$ cat config.mk
export PLATFORM = sky130hd
export DESIGN_NAME = poli_ctrl_regs_flat
export DESIGN_NICKNAME = d
export VERILOG_FILES = /design/src/rtl/poli_ctrl_regs_if.sv /design/src/rtl/poli_ctrl_regs.sv /design/src/flat_wrapper.sv
export SDC_FILE = /design/constraint.sdc
export NUM_CORES = 1
export LEC_CHECK = 0
export ABC_AREA = 1
export BUFFER_PORTS_ARGS = -buffer_cell sky130_fd_sc_hd__buf_4
export CAP_MARGIN = 0
export CORE_UTILIZATION = 50
export CTS_BUF_LIST = sky130_fd_sc_hd__clkbuf_4
export DETAILED_ROUTE_END_ITERATION = 16
export PLACE_DENSITY_LB_ADDON = 0.1
export SYNTH_ARGS = -nofsm -noshare
export SYNTH_HDL_FRONTEND = slang
export SYNTH_SLANG_ARGS = --single-unit
export TNS_END_PERCENT = 5
$ cat constraint.sdc
create_clock -name CLK -period 2 [get_ports CLK]
set_input_delay 0.2 -clock CLK [delete_from_list [all_inputs] [get_ports CLK]]
set_output_delay 0.2 -clock CLK [all_outputs]
set_load 0.02 [all_outputs]
$ cat src/rtl/poli_ctrl_regs_if.sv
// Register-access bus between the POLI APB slave and the control register file.
// The slave side consumes one write per strobe and returns the selected register.
interface poli_ctrl_regs_if #(
    parameter int WORD_SIZE = 32
) ();
    logic [WORD_SIZE-1:0] write_data;
    logic                 write_enable;
    logic [2:0]           register_select;
    logic [WORD_SIZE-1:0] read_data;

    modport master (
        output write_data,
        output write_enable,
        output register_select,
        input  read_data
    );

    modport slave (
        input  write_data,
        input  write_enable,
        input  register_select,
        output read_data
    );
endinterface

$ cat src/rtl/poli_ctrl_regs.sv
// POLI control/status register file and job sequencer: holds job configuration,
// launches the core with a one-cycle start pulse, tracks busy/done/errors, counts cycles.
module poli_ctrl_regs #(
    parameter int WORD_SIZE = 32
) (
    input  logic                 CLK,
    input  logic                 nRST,
    poli_ctrl_regs_if.slave      bus,
    output logic                 core_start,
    input  logic                 core_done,
    input  logic                 core_error,
    output logic [WORD_SIZE-1:0] cfg_src,
    output logic [WORD_SIZE-1:0] cfg_dst,
    output logic [WORD_SIZE-1:0] cfg_len,
    output logic                 irq
);
    localparam logic [2:0] SEL_CTRL     = 3'd0;
    localparam logic [2:0] SEL_STATUS   = 3'd1;
    localparam logic [2:0] SEL_SRC_ADDR = 3'd2;
    localparam logic [2:0] SEL_DST_ADDR = 3'd3;
    localparam logic [2:0] SEL_LENGTH   = 3'd4;
    localparam logic [2:0] SEL_CYCLES   = 3'd5;

    localparam logic [WORD_SIZE-1:0] WORD_ONE  = {{(WORD_SIZE-1){1'b0}}, 1'b1};
    localparam logic [WORD_SIZE-1:0] WORD_ONES = {WORD_SIZE{1'b1}};

    typedef enum logic [1:0] {
        ST_IDLE  = 2'd0,
        ST_START = 2'd1,
        ST_RUN   = 2'd2
    } state_t;

    state_t               state_r;
    state_t               state_nxt_s;
    logic [WORD_SIZE-1:0] src_r;
    logic [WORD_SIZE-1:0] dst_r;
    logic [WORD_SIZE-1:0] len_r;
    logic [WORD_SIZE-1:0] cycles_r;
    logic                 irq_en_r;
    logic                 done_r;
    logic                 core_err_r;
    logic                 cmd_err_r;

    logic busy_s;
    logic wr_ctrl_s;
    logic wr_status_s;
    logic wr_cfg_s;
    logic start_req_s;
    logic start_ok_s;
    logic done_set_s;
    logic core_err_set_s;
    logic cmd_err_set_s;

    assign busy_s         = (state_r != ST_IDLE);
    assign wr_ctrl_s      = bus.write_enable && (bus.register_select == SEL_CTRL);
    assign wr_status_s    = bus.write_enable && (bus.register_select == SEL_STATUS);
    assign wr_cfg_s       = bus.write_enable && ((bus.register_select == SEL_SRC_ADDR) ||
                                                 (bus.register_select == SEL_DST_ADDR) ||
                                                 (bus.register_select == SEL_LENGTH));
    assign start_req_s    = wr_ctrl_s && bus.write_data[0];
    assign start_ok_s     = start_req_s && !busy_s && (len_r != '0);
    // Core pulses only count while a job is running; strays in IDLE are ignored.
    assign done_set_s     = core_done && (state_r == ST_RUN);
    assign core_err_set_s = core_error && (state_r == ST_RUN);
    assign cmd_err_set_s  = (start_req_s && !start_ok_s) || (wr_cfg_s && busy_s);

    // Job sequencer state register.
    always_ff @(posedge CLK or negedge nRST) begin
        if (!nRST) begin
            state_r <= ST_IDLE;
        end else begin
            state_r <= state_nxt_s;
        end
    end

    // Job sequencer next-state decode.
    always_comb begin
        state_nxt_s = state_r;
        case (state_r)
            ST_IDLE: begin
                if (start_ok_s) begin
                    state_nxt_s = ST_START;
                end else begin
                    state_nxt_s = ST_IDLE;
                end
            end
            ST_START: state_nxt_s = ST_RUN;
            ST_RUN: begin
                if (core_done || core_error) begin
                    state_nxt_s = ST_IDLE;
                end else begin
                    state_nxt_s = ST_RUN;
                end
            end
            default: state_nxt_s = ST_IDLE;
        endcase
    end

    // Configuration and interrupt-enable registers; configuration is frozen while busy.
    always_ff @(posedge CLK or negedge nRST) begin
        if (!nRST) begin
            src_r    <= '0;
            dst_r    <= '0;
            len_r    <= '0;
            irq_en_r <= 1'b0;
        end else begin
            if (wr_ctrl_s) begin
                irq_en_r <= bus.write_data[1];
            end
            if (bus.write_enable && !busy_s) begin
                case (bus.register_select)
                    SEL_SRC_ADDR: src_r <= bus.write_data;
                    SEL_DST_ADDR: dst_r <= bus.write_data;
                    SEL_LENGTH:   len_r <= bus.write_data;
                    default:      ;
                endcase
            end
        end
    end

    // Sticky status bits: W1C, with a same-cycle set taking priority over the clear.
    always_ff @(posedge CLK or negedge nRST) begin
        if (!nRST) begin
            done_r     <= 1'b0;
            core_err_r <= 1'b0;
            cmd_err_r  <= 1'b0;
        end else begin
            done_r     <= done_set_s     | (done_r     & ~(wr_status_s & bus.write_data[1]));
            core_err_r <= core_err_set_s | (core_err_r & ~(wr_status_s & bus.write_data[2]));
            cmd_err_r  <= cmd_err_set_s  | (cmd_err_r  & ~(wr_status_s & bus.write_data[3]));
        end
    end

    // Job cycle counter, cleared on start acceptance and saturating at all-ones.
    always_ff @(posedge CLK or negedge nRST) begin
        if (!nRST) begin
            cycles_r <= '0;
        end else if (start_ok_s) begin
            cycles_r <= '0;
        end else if (busy_s && (cycles_r != WORD_ONES)) begin
            cycles_r <= cycles_r + WORD_ONE;
        end
    end

    // Register read mux; unmapped selects read as zero.
    always_comb begin
        bus.read_data = '0;
        case (bus.register_select)
            SEL_CTRL:     bus.read_data = {{(WORD_SIZE-2){1'b0}}, irq_en_r, 1'b0};
            SEL_STATUS:   bus.read_data = {{(WORD_SIZE-4){1'b0}}, cmd_err_r, core_err_r, done_r, busy_s};
            SEL_SRC_ADDR: bus.read_data = src_r;
            SEL_DST_ADDR: bus.read_data = dst_r;
            SEL_LENGTH:   bus.read_data = len_r;
            SEL_CYCLES:   bus.read_data = cycles_r;
            default:      bus.read_data = '0;
        endcase
    end

    assign core_start = (state_r == ST_START);
    assign cfg_src    = src_r;
    assign cfg_dst    = dst_r;
    assign cfg_len    = len_r;
    assign irq        = irq_en_r & (done_r | core_err_r | cmd_err_r);
endmodule

$ cat src/flat_wrapper.sv
// flat-port wrapper written by rule: the top's interface ports become plain ports
module poli_ctrl_regs_flat 
#(
    parameter int WORD_SIZE = 32
)
  (CLK, nRST, core_start, core_done, core_error, cfg_src, cfg_dst, cfg_len, irq, bus_write_data, bus_write_enable, bus_register_select, bus_read_data);
  poli_ctrl_regs_if #(.WORD_SIZE(WORD_SIZE)) bus_i ();
  input  logic CLK;
  input  logic nRST;
  output logic core_start;
  input  logic core_done;
  input  logic core_error;
  output logic [WORD_SIZE-1:0] cfg_src;
  output logic [WORD_SIZE-1:0] cfg_dst;
  output logic [WORD_SIZE-1:0] cfg_len;
  output logic irq;
  input wire logic [$bits(bus_i.write_data)-1:0] bus_write_data;
  input wire logic [$bits(bus_i.write_enable)-1:0] bus_write_enable;
  input wire logic [$bits(bus_i.register_select)-1:0] bus_register_select;
  output wire logic [$bits(bus_i.read_data)-1:0] bus_read_data;
  assign bus_i.write_data = bus_write_data;
  assign bus_i.write_enable = bus_write_enable;
  assign bus_i.register_select = bus_register_select;
  assign bus_read_data = bus_i.read_data;
  poli_ctrl_regs #(.WORD_SIZE(WORD_SIZE)) u_core (.CLK(CLK), .nRST(nRST), .bus(bus_i), .core_start(core_start), .core_done(core_done), .core_error(core_error), .cfg_src(cfg_src), .cfg_dst(cfg_dst), .cfg_len(cfg_len), .irq(irq));
endmodule
# == Word-level counts from Yosys, hierarchy flattened ==
# Cells that the tools add are included.
# totals
wordCells,65
output_inout_bits,130
reg_bits,134
inputBits,40
# op_classes
n_addsub,1
n_mux,6
n_bitwise,15
n_eq_ne,8
reduce_logical,26
# op_table
operator,n
$pmux 32 s6,1
$mux 32,2
$add 32x1->32 const B,1
$ne 32x32->1 const B,1
$reduce_bool 32->1,1
$logic_and 1x1->1,12
$and 1x1->1,7
$eq 3x2->1 const B,2
$eq 3x3->1 const B,2
$pmux 2 s3,1
$reduce_and 2->1,3
$or 1x1->1,5
$logic_or 1x1->1,4
$reduce_bool 2->1,2
$eq 3x1->1 const B,1
$logic_not 3->1,1
$not 1->1,3
$eq 2x1->1 const B,1
$eq 2x2->1 const B,1
$logic_not 1->1,2
$logic_not 2->1,1
$mux 2,1
$mux 1,1

# == Depth between registers and ports, before layout ==
# depth
word_depth,9
mapped_depth,11

# == Least setup slack after synthesis ==
# No wires, ideal clock.
# synth_timing
path_kind,register -> register
start,register u_core.cycles_r[1]
end,register u_core.cycles_r[21]
arrival_ns,1.459
period_less_slack_ns,1.576
required_time_ns,1.883
setup_time_ns,0.117
path_slack_ns,0.424
path_buffers,1
stages_incl_launch_ff,12
path_cell_list,dfrtp_1 ha_1 nand2_2 nor2_4 nand2_4 nor2_8 nand3_4 nand2_4 nand2_4 buf_6 nand2_1 nand2_1
# synth_between
elab_chain_cells,3
word_cells_on_any_way,6
# synth_rtl
element,line_no,text
from (decl),poli_ctrl_regs.sv:38,logic [WORD_SIZE-1:0] cycles_r;
from (signal assigned),poli_ctrl_regs.sv:141,cycles_r <= cycles_r + WORD_ONE;
$add 32x1->32 / $ne 32x32->1 (equally long branches),"poli_ctrl_regs.sv:141, poli_ctrl_regs.sv:140",
$mux 32 / $logic_and 1x1->1 (equally long branches),poli_ctrl_regs.sv:140,end else if (busy_s && (cycles_r != WORD_ONES)) begin
$mux 32 / $reduce_bool 2->1 (equally long branches),--,
# Parallel ways exist; a longest one is shown, timed or not. The select of a mux whose other input is x is not followed.
# A chain may end at the register's enable or synchronous reset.

# == Final worst setup path ==
# layout_timing
start,register u_core.state_r[1]
end,output bus_read_data[0]
# layout_between
elab_chain_cells,2
# layout_rtl
element,line_no,text
from (decl),poli_ctrl_regs.sv:33,state_t state_r;
from (signal assigned),poli_ctrl_regs.sv:72,state_r <= state_nxt_s;
$reduce_bool 2->1,poli_ctrl_regs.sv:54,assign busy_s = (state_r != ST_IDLE);
$pmux 32 s6,poli_ctrl_regs.sv:148,case (bus.register_select)
to (decl),flat_wrapper.sv:20,output wire logic [$bits(bus_i.read_data)-1:0] bus_read_data;
# No other way between the ends.

==> flow_metrics.env <==
export IMPL_status="complete, no violations"
export IMPL_h_tree_depth=4
export IMPL_finalSetupTns_ps=0
export IMPL_synth_cell_types=34
export IMPL_endpoint_kind="output port"
export IMPL_drtIter0Drc=504
export IMPL_synth_area_top_cells="dfrtp_1 49%, nand2_1 14%, o21ai_0 7.6%, inv_1 4.4%, nor2_1 3.8%"
export IMPL_synth_area_mux_share_pct=0
export IMPL_max_clock_freq_mhz=528
export IMPL_syn_avg_cell_area_um2=7.86
export IMPL_route_detailed_drc=0
export IMPL_cpPeakStageDelay_ps=420
export IMPL_fillerInstances=1154
export IMPL_grt_pass1_vias=6650
export IMPL_drive_gt1_share_pct=23.6
export IMPL_cts_setup_buffers=0
export IMPL_cp_start_kind="flop"
export IMPL_grt_max_degree=65
export IMPL_clk_pin_slew_ps=110
export IMPL_drv_cap=0
export IMPL_layout_common_cells="263 x nand2_1, 180 x buf_4, 134 x dfrtp_1"
export IMPL_cp_num_buf_inv=1
export IMPL_routabilityCongestion=0.953
export IMPL_detail_route_wirelength_um=21900
export IMPL_worst_slew_pin_slew_ps=592
export IMPL_multiInputGateArea_um2=3070
export IMPL_cp_data_required_time_ps=1800
export IMPL_holdCritPathClass="in -> reg"
export IMPL_syn_nets=918
export IMPL_core_area_um2=13300
export IMPL_via_per_inst=5.36
export IMPL_first_pass_iters=6
export IMPL_synth_xor_area_share_pct=1.53
export IMPL_portBuffers=169
export IMPL_cts_root_buffer="clkbuf_4"
export IMPL_cp_max_fo=6
export IMPL_boundaryPins=170
export IMPL_cp_arrival_ps=1690
export IMPL_final_common_cell="nand2_1"
export IMPL_yosysSeqAreaShare_pct=48.7
export IMPL_cp_top_family="flip-flops"
export IMPL_power_density_nw_per_um2=1010
export IMPL_cts_tree="built"
export IMPL_cts_buffer_depth=2
export IMPL_antenna_found_initial=2
export IMPL_ys_ff_latch=134
export IMPL_initial_core_util_pct=51.6
export IMPL_placedCellCount=1201
export IMPL_cts_sinks=134
export IMPL_row_count=42
export IMPL_finalHoldViolations=0
export IMPL_crit_chain="or2_4 > nand2_1 > o2111ai_1 > buf_4"
export IMPL_synth_top_area_share_pct=48.7
export IMPL_post_dp_hpwl_um=15300
export IMPL_num_vias=6809
export IMPL_setup_viol=0
export IMPL_insertion_delay_ps=570
export IMPL_timing_hold_ws_ps=27.3
export IMPL_die_h_um=119
export IMPL_fin_skew_ps=18.9
export IMPL_grt_usage_pct=32.4
export IMPL_antenna_left=0
export IMPL_p_leak_uw=0.00453
export IMPL_wl_per_cell_um=17.3
export IMPL_rsz0062_at_grt="no"
export IMPL_seqCellArea_um2=3350
export IMPL_final_cells=1271
export IMPL_slew_headroom_pct=60.6
export IMPL_grt_pass1_wl_um=35200
export IMPL_synth_top_family_by_area="simple AND/OR/NAND/NOR gates"
export IMPL_synth_area_leader_cell="dfrtp_1"
export IMPL_yosysWarnings=0
export IMPL_netlist_area_um2=6890
export IMPL_fin_crit_ps=1890
export IMPL_numCtsBuffers=17
export IMPL_post_route_period_util_pct=94.7
export IMPL_yosys_area_share_simple_pct=25.6
export IMPL_die_area_um2=14300
export IMPL_slew_viol_final=0
export IMPL_critPathSlowestCell="dfrtp_1"
export IMPL_synthAdderAreaFrac_pct=0.182
export IMPL_area_growth_pct=32.7
export IMPL_power_total_uw=9260
export IMPL_critPathKind="reg -> out"
export IMPL_syn_inst=877
export IMPL_nets=1122
export IMPL_synth_compound_area_share_pct=16.8
export IMPL_overflow=0
export IMPL_peakVddDrop_uv=844
export IMPL_chipWidth_um=119
worst min-delay path: stages:
cell	delay, ps
buf_4	100
nor2_2	50
nand3_1	110
o21ai_0	90
flip-flops by register name, indices dropped and copies added (netlist names):
register / flops
u_core.state_r: 2
u_core.cycles_r: 32
u_core.cfg_len: 32
u_core.core_err_r: 1
u_core.done_r: 1
u_core.cfg_dst: 32
u_core.cmd_err_r: 1
u_core.cfg_src: 32
u_core.irq_en_r: 1
cell families after synthesis:
kind of cell | count (synthesis)
flip-flops | 134
XOR/XNOR | 12
adder cells (fa/ha/maj) | 1
buffers and inverters | 124
AO/OA/AOI/OAI | 189
AND/OR/NAND/NOR | 417
where the power goes:
part / internal, µW / leakage (µW) / switching [µW] / total, µW
Clock: 1030 / 0.000167 / 1050 / 2080
Combinational: 1280 / 0.00267 / 1900 / 3180
Sequential: 3330 / 0.00169 / 675 / 4000
layout make-up:
| type | count | area share, % |
|---|---|---|
| antenna | 1 | 0.0274 |
| clock buffer | 20 | 1.64 |
| clock inverter | 12 | 1.94 |
| inverter | 85 | 3.49 |
| multi-input combinational | 619 | 33.5 |
| sequential | 134 | 36.7 |
| tap | 176 | 2.41 |
| timing repair buffer | 224 | 20.3 |
per-layer routing:
layer | share of wire [%] | global-route usage (%)
met1 | 44 | 44.6
met2 | 46 | 48.9
met3 | 9.0 | 10.7
met4 | 1.7 | 9.38
met5 | 0.059 | 0
through the flow:
step / utilization (%) / setup slack, ps / instance area [µm²]
final: 68.5 / 107 / 9140
after detailed placement: 63.1 / 101 / 8420
after floorplan: - / 424 / 6890
after global routing: 68.5 / 8.75 / 9140
after global placement: 63.1 / 182 / 8420
after CTS: 68.3 / 73.3 / 9120
final timing paths:
check	start	to	slack, ps	depth (start not counted)
setup / recovery	u_core.state_r[1]$_DFF_PN0_	bus_read_data[0]	110	4
hold / removal	bus_register_select[1]	u_core.irq_en_r$_DFFE_PN0N_	30	4
setup reg to reg	u_core.cycles_r[1]$_DFFE_PN0P_	u_core.cycles_r[0]$_DFFE_PN0P_	140	9
hold reg to reg	u_core.cfg_src[11]$_DFFE_PN0P_	u_core.cfg_src[11]$_DFFE_PN0P_	530	2
max in group asynchronous	nRST	u_core.cycles_r[30]$_DFFE_PN0P_	1270	3
min in group asynchronous	nRST	u_core.cfg_len[3]$_DFFE_PN0P_	110	2
cells in the mapped netlist, drive strengths merged:
cell type	instances
nand2	272
a22oi	32
o211ai	24
dfrtp	134
nor3	4
ha	1
nand4	5
o2111ai	3
nor2	80
a21oi	4
xor2	12
nand3	52
clkinv	2
and2	2
inv	83
clkbuf	26
o21bai	1
o21ai	124
o31a	1
or2	2
buf	13
what timing repair did:
action                                  in CTS  in global routing
gates resized for setup                      1                  2
hold buffers                                37                  0
endpoints found under the hold margin      233                  0
endpoints found under the setup margin       1                 15
Power figures use the tool's default switching activity.
